<file path="src/rtl/button_defs_pkg.sv">
// rtl/button_defs_pkg.sv - shared state encodings and defaults for the pushbutton debouncer
package button_defs;

   localparam int DEFAULT_DB_CYCLES = 4;

   typedef enum logic [1:0] {
      IDLE      = 2'b00,
      CHK_PRESS = 2'b01,
      HELD      = 2'b10,
      CHK_REL   = 2'b11
   } state_t;

endpackage

</file>
<file path="src/rtl/button_debounce_sync2.sv">
// rtl/button_debounce_sync2.sv - two-flop synchronizer for an asynchronous level input
module sync2 (
   input  logic clk,
   input  logic rst,
   input  logic d,
   output logic q
);

   logic meta;

   always_ff @(posedge clk) begin
      if (rst) begin
         meta <= 1'b0;
         q    <= 1'b0;
      end else begin
         meta <= d;
         q    <= meta;
      end
   end

endmodule

</file>
<file path="src/rtl/button_debounce.sv">
// rtl/button_debounce.sv - debounced button level with registered press/release pulses
module button_debounce
   import button_defs::*;
#(
   parameter int DB_CYCLES = DEFAULT_DB_CYCLES
) (
   input  logic clk,
   input  logic rst,
   input  logic raw,
   output logic button,
   output logic pressed,
   output logic released
);

   localparam int CW = $clog2(DB_CYCLES) + 1;
   localparam logic [CW-1:0] CNT_LAST = CW'(DB_CYCLES - 1);

   logic          s;
   state_t        state, state_nx;
   logic [CW-1:0] cnt, cnt_nx;
   logic          button_nx, pressed_nx, released_nx;

   sync2 u_sync (
      .clk (clk),
      .rst (rst),
      .d   (raw),
      .q   (s)
   );

   always_ff @(posedge clk) begin
      if (rst) begin
         state    <= IDLE;
         cnt      <= '0;
         button   <= 1'b0;
         pressed  <= 1'b0;
         released <= 1'b0;
      end else begin
         state    <= state_nx;
         cnt      <= cnt_nx;
         button   <= button_nx;
         pressed  <= pressed_nx;
         released <= released_nx;
      end
   end

   // Outputs are registered from the next state so button moves on the same edge as the FSM.
   always_comb begin
      state_nx = state;
      cnt_nx   = cnt;
      case (state)
         IDLE: begin
            cnt_nx = '0;
            if (s) begin
               state_nx = CHK_PRESS;
               cnt_nx   = CW'(1);
            end
         end
         CHK_PRESS: begin
            if (!s) begin
               state_nx = IDLE;
               cnt_nx   = '0;
            end else if (cnt >= CNT_LAST) begin
               state_nx = HELD;
               cnt_nx   = '0;
            end else begin
               cnt_nx = cnt + CW'(1);
            end
         end
         HELD: begin
            cnt_nx = '0;
            if (!s) begin
               state_nx = CHK_REL;
               cnt_nx   = CW'(1);
            end
         end
         CHK_REL: begin
            if (s) begin
               state_nx = HELD;
               cnt_nx   = '0;
            end else if (cnt >= CNT_LAST) begin
               state_nx = IDLE;
               cnt_nx   = '0;
            end else begin
               cnt_nx = cnt + CW'(1);
            end
         end
         default: begin
            state_nx = IDLE;
            cnt_nx   = '0;
         end
      endcase
   end

   always_comb begin
      button_nx   = (state_nx == HELD) || (state_nx == CHK_REL);
      pressed_nx  = (state == CHK_PRESS) && (state_nx == HELD);
      released_nx = (state == CHK_REL) && (state_nx == IDLE);
   end

endmodule

</file>
<file path="config.mk">
export PLATFORM = sky130hd
export DESIGN_NAME = button_debounce
export DESIGN_NICKNAME = d
export VERILOG_FILES = /design/src/rtl/button_defs_pkg.sv /design/src/rtl/button_debounce_sync2.sv /design/src/rtl/button_debounce.sv
export SDC_FILE = /design/constraint.sdc
export NUM_CORES = 1
export LEC_CHECK = 0
export ABC_AREA = 1
export BUFFER_PORTS_ARGS = -buffer_cell sky130_fd_sc_hd__buf_2
export CAP_MARGIN = 20
export CORE_AREA = 2 2 39 41
export CTS_CLUSTER_DIAMETER = 80
export DETAILED_ROUTE_END_ITERATION = 6
export DIE_AREA = 0 0 41 43
export PLACE_DENSITY_LB_ADDON = 0.12
export RECOVER_POWER = 25
export SETUP_SLACK_MARGIN = 0.5
export SYNTH_ARGS = -nofsm -noshare
export SYNTH_HDL_FRONTEND = slang
export SYNTH_HIERARCHICAL = 1
export SYNTH_SLANG_ARGS = --single-unit
</file>
<file path="constraint.sdc">
create_clock -name clk -period 1.6 [get_ports clk]
set_clock_uncertainty 0.15 [all_clocks]
set_input_delay 0.32 -clock clk [delete_from_list [all_inputs] [get_ports clk]]
set_output_delay 0.32 -clock clk [all_outputs]
set_load 0.01 [all_outputs]
</file>
* After elaboration in Yosys (flattened, before gate mapping)
Cells that the tools add are included.
W data, S select, Z words.
** Cells by class
- Magnitude comparators :: 1
- Muxes and demuxes :: 13
- Add/sub/neg operators :: 1
- Equal/unequal tests :: 5
- Reduce and logical (&&, ||, !) cells :: 5
** Operator list (number)
- $mux W2 :: 6
- $pmux W3 S4 :: 1
- $mux W3 :: 3
- $eq A2 B2 Y1 const B :: 4
- $pmux W2 S4 :: 1
- $logic_not A2 Y1 :: 2
- $add A3 B1 Y3 const B :: 1
- $ge A3 B2 Y1 const B :: 1
- $eq A2 B1 Y1 const B :: 1
- $logic_and A1 B1 Y1 :: 2
- $mux W1 :: 2
- $logic_or A1 B1 Y1 :: 1
** Word-level totals
- Input port bits :: 3
- Word-level logic and storage cells :: 32
- Output and inout port bits :: 3
- Register bits :: 10

* Logic depth before layout (Yosys ltp)
- Depth after elaboration :: 6
- Gate-level depth with buffers :: 8
- Mapped depth without buffers :: 8

* Hierarchy
Netlist, hierarchy kept.
** By module, submodules not included
- button_debounce :: times used 1, cells an instance 39, area each 306.5 µm², sequential area each 140.1 µm²
- sync2 :: times used 1, cells an instance 6, area each 55.1 µm², sequential area each 40.0 µm²

* Worst setup path before layout
No wires, ideal clock.
- Path type :: reg-to-reg
- Start :: reg cnt[0]
- End :: reg button
- Buffers on the path :: 0
- Arrival :: 1012 ps
- Required time :: 1335 ps
- Clock period less this slack :: 1277 ps
- Cell stages (with the launch flop) :: 7
- Setup slack :: 323 ps
- Setup time :: 115 ps
- Path through :: dfxtp_1 > ha_1 > ha_1 > nor2_1 > nand2_2 > a21oi_1 > nor2_1
** Between the ends
- Cells in the longest elaborated chain, start to end :: 6
- Elaborated cells between the ends (all ways) :: 9
- Those cells by class :: 1 x order compare; 2 x eq/ne; 5 x mux; 1 x reduce/logical
** Ends and longest elaborated chain
- start, declared :: line button_debounce.sv:20 : logic [CW-1:0] cnt, cnt_nx;
- start signal, assigned :: line button_debounce.sv:39 : cnt <= cnt_nx;
- $ge A3 B2 Y1 * :: line button_debounce.sv:62, button_debounce.sv:80
- $mux W2, on equally long branches :: line button_debounce.sv:80, button_debounce.sv:62
- $mux W2, on equally long branches :: line button_debounce.sv:77, button_debounce.sv:59
- $pmux W2 S4 * :: line button_debounce.sv:50 : case (state)
- $eq A2 B2 Y1 :: line button_debounce.sv:95 : button_nx = (state_nx == HELD) || (state_nx == CHK_REL);
- $logic_or A1 B1 Y1 * :: line button_debounce.sv:95
- end signal, assigned :: line button_debounce.sv:40 : button <= button_nx;
- end, declared :: line button_debounce.sv:10 : output logic button,
Every way passes the cells marked *; elsewhere a longest branch is shown, timed or not.
A chain may end at the register's enable or synchronous reset.

* Worst setup path in the final report
- Start :: reg cnt[0]
- End :: reg released
** Between the ends
- Cells in the longest elaborated chain, start to end :: 6
- Elaborated cells between the ends (all ways) :: 8
- Those cells by class :: 1 x order compare; 5 x mux; 2 x reduce/logical
** Ends and longest elaborated chain
- $ge A3 B2 Y1 * :: line button_debounce.sv:62, button_debounce.sv:80
- $mux W2, on equally long branches :: line button_debounce.sv:80, button_debounce.sv:62
- $mux W2, on equally long branches :: line button_debounce.sv:77, button_debounce.sv:59
- $pmux W2 S4 * :: line button_debounce.sv:50
- $logic_not A2 Y1 * :: line button_debounce.sv:97 : released_nx = (state == CHK_REL) && (state_nx == IDLE);
- $logic_and A1 B1 Y1 * :: line button_debounce.sv:97
- end signal, assigned :: line button_debounce.sv:42 : released <= released_nx;
- end, declared :: line button_debounce.sv:12 : output logic released
Marked as above.

==> reports/metrics.csv <==
metric,value,unit
status,"finished, final reports clean",
die_w,41,µm
synth-xor-area-share,0.0242,
finalCriticalPeriod,1.25,ns
synth_top_cell_area_share,0.498,
setup_violations,0,
final_cell_count_no_fill,71,
vias_per_cell,4.00,
h-tree-depth,1,
cts_inserted_buffers,3,
p_leak,0.196,nW
synth_seq_cells,9,
routabilityCongestion,0.672,
ys_seq_area_frac,0.498,
yosysMostFrequentCell,nor2_1,
drt-met1-wl,265,µm
synth_mux_area_frac,0,
power_density,830,mW/mm²
grt_overflow,0,
rsz0062_at_grt,true,
cp_slowest_cell,dfxtp_2,
synth_edf_count,0,
routed_wl,579,µm
rr_worst_depth,8,
layout-drive-gt1-share,0.491,
fmax,801,MHz
start_util,0.261,
synth_nets,50,
crit_family,flip-flops,
first_global_vias,250,
place_area,440,µm²
dp.cells,66,
r2r_start,cnt[0],
wl_per_cell,8.15,µm
path_buf_inv,2,
final_nets,61,
cp-end-kind,flop,
whs_path_depth,3,
vias,284,
drtPass1Iterations,4,
ant_nets,0,
period_share,0.780,
synth_top_family_by_area,simple AND/OR/NAND/NOR gates,
holdBufCountCts,0,
first_iter_violations,2,
worstHoldEndpoint,u_sync/meta,
synth_top_area_cell,dfxtp_1,
wl_met2,267,µm
antenna_cells,0,
synth_adder_area_share,0.0692,
synthToLayoutAreaGrowth,40.8,%
rows,14,
worst_slew_pin_slew,0.204,ns
synth_area_per_cell,8.04,µm²
port_buffers,5,
synth-simple-area-share,0.311,
netlist_top_cells_area,"dfxtp_1 (50%), nor2_1 (10%), ha_1 (6.9%)",
pre_cts_slack,0.289,ns
cp.arrival,1.26,ns
worst-setup-path-type,reg2reg,
yosys_warnings,6,
peakVddDrop,0.405,mV
crit_fanout,5,
grt_usage,0.0919,
maxSlewViolCount,0,
die-area,0.00176,mm²
io_pins,6,
slowest_delay,0.33,ns
synthArstFlopShare,0,
synth_cell_type_count,13,
hold_path_class,in2reg,
grt_max_degree,6,
timing.slew.headroom,0.864,
startpoint_type,flop,
path_cells,ha_4 -> ha_4 -> nor2_4 -> nand2_4 -> inv_2 -> nor2_2 -> inv_2 -> nor2_1,
antenna_found_initial,0,
grt_first_pass_wirelength,979,µm
clkSinkCount,9,
yosys_most_used_dff,dfxtp_1,
rrSetupSlack,0.35,ns
synthCells,45,
hold_viol,0,
path_clk_slew,0.06,ns
synth_common_cells,"nor2_1 (10), dfxtp_1 (9), inv_1 (5)",
cts_tree,done,
timing.setup.tns,0,ns
root_buffer,clkbuf_4,
fin_ws,0.352,ns
final_cell_area,509,µm²
synth_area,362,µm²
met3_length,23,µm
topRoutingLayerUsed,met4,
drc_errors,0,
required,1.61,ns
min_from,raw,
hpwl,455,µm
rr_endpoint,released,
synth_compound_area_frac,0.0138,
fp.coreArea,0.00138,mm²
die_h,43,µm
cap_viol_max_count,0,
clock_path_buffers,2,
clock_latency,0.26,ns
## worst register-to-register path: stages, from the launching register on
cell	delay [ns]
dfxtp_2	0.33
ha_4	0.16
ha_4	0.15
nor2_4	0.09
nand2_4	0.08
inv_2	0.07
nor2_2	0.04
inv_2	0.04
nor2_1	0.03
## sequential cells by signal, indices dropped and copies added, names as in the netlist
signal       cells
u_sync/q         1
pressed          1
released         1
u_sync/meta      1
state            1
cnt              3
button           1
## worst max path at each step
stage                          end  cells after the start  startpoint
after global routing        button                      7      cnt[0]
after CTS                 released                      8      cnt[0]
final                     released                      8      cnt[0]
after detailed placement    cnt[0]                      7      cnt[0]
after global placement     pressed                      8      cnt[0]
after floorplan           released                      8      cnt[0]
## final cells by class
type / instances / area, µm²
inverter: 8 / 30.0
tap: 16 / 20.0
sequential: 9 / 186
timing repair buffer: 6 / 43.8
multi-input combinational: 28 / 203
fill: 149 / 875
clock buffer: 4 / 26.3
## power by group
part	total, mW	switching, mW	internal [mW]	leakage, nW
registers	0.229	0.00275	0.226	0.0749
clock network	0.179	0.0826	0.0963	0.0150
logic	0.0150	0.00813	0.00683	0.106
## layer usage
layer | track usage | up-vias
li1 | - | 155
met1 | 0.111 | 120
met2 | 0.113 | 6
met3 | 0.0471 | 3
met4 | 0.0800 | 0
met5 | 0 | -
## layout by cell type (no fill, tap or decap)
| cell | netlist | layout |
|---|---|---|
| a21oi_2 | 0 | 1 |
| and2_4 | 1 | 1 |
| buf_2 | 0 | 2 |
| buf_4 | 0 | 1 |
| buf_6 | 0 | 2 |
| clkbuf_1 | 0 | 2 |
| clkbuf_4 | 0 | 3 |
| dfxtp_1 | 9 | 6 |
| dfxtp_2 | 0 | 2 |
| dfxtp_4 | 0 | 1 |
| ha_4 | 0 | 2 |
| inv_1 | 5 | 5 |
| inv_2 | 3 | 3 |
| nand2_1 | 4 | 4 |
| nand2_4 | 0 | 1 |
| nand3_1 | 3 | 2 |
| nand3_2 | 0 | 1 |
| nor2_1 | 10 | 7 |
| nor2_2 | 4 | 6 |
| nor2_4 | 0 | 1 |
| nor3_1 | 1 | 1 |
| xnor2_1 | 1 | 1 |
## what timing repair did
item | 4_1_cts | 5_1_grt
resized for setup | 5 | 5
pin swaps | 3 | 1
buffers inserted | 1 | 0
gates cloned | 0 | 0
setup endpoints to repair | 10 | 10
## per-stage QoR
step | hold WS (ns) | utilization | power [mW]
floorplan | 0.238 | - | 0.244
global placement | 0.242 | 0.318 | 0.250
detailed placement | 0.243 | 0.318 | 0.250
CTS | 0.100 | 0.354 | 0.430
global route | 0.108 | 0.368 | 0.444
finish | 0.104 | 0.368 | 0.423
## kinds of logic after synthesis
family | after synthesis
AO/OA/AOI/OAI | 1
buffers and inverters | 8
flip-flops | 9
AND/OR/NAND/NOR | 24
adder cells (fa/ha/maj) | 2
XOR/XNOR | 1
Power figures use the tool's default switching activity.
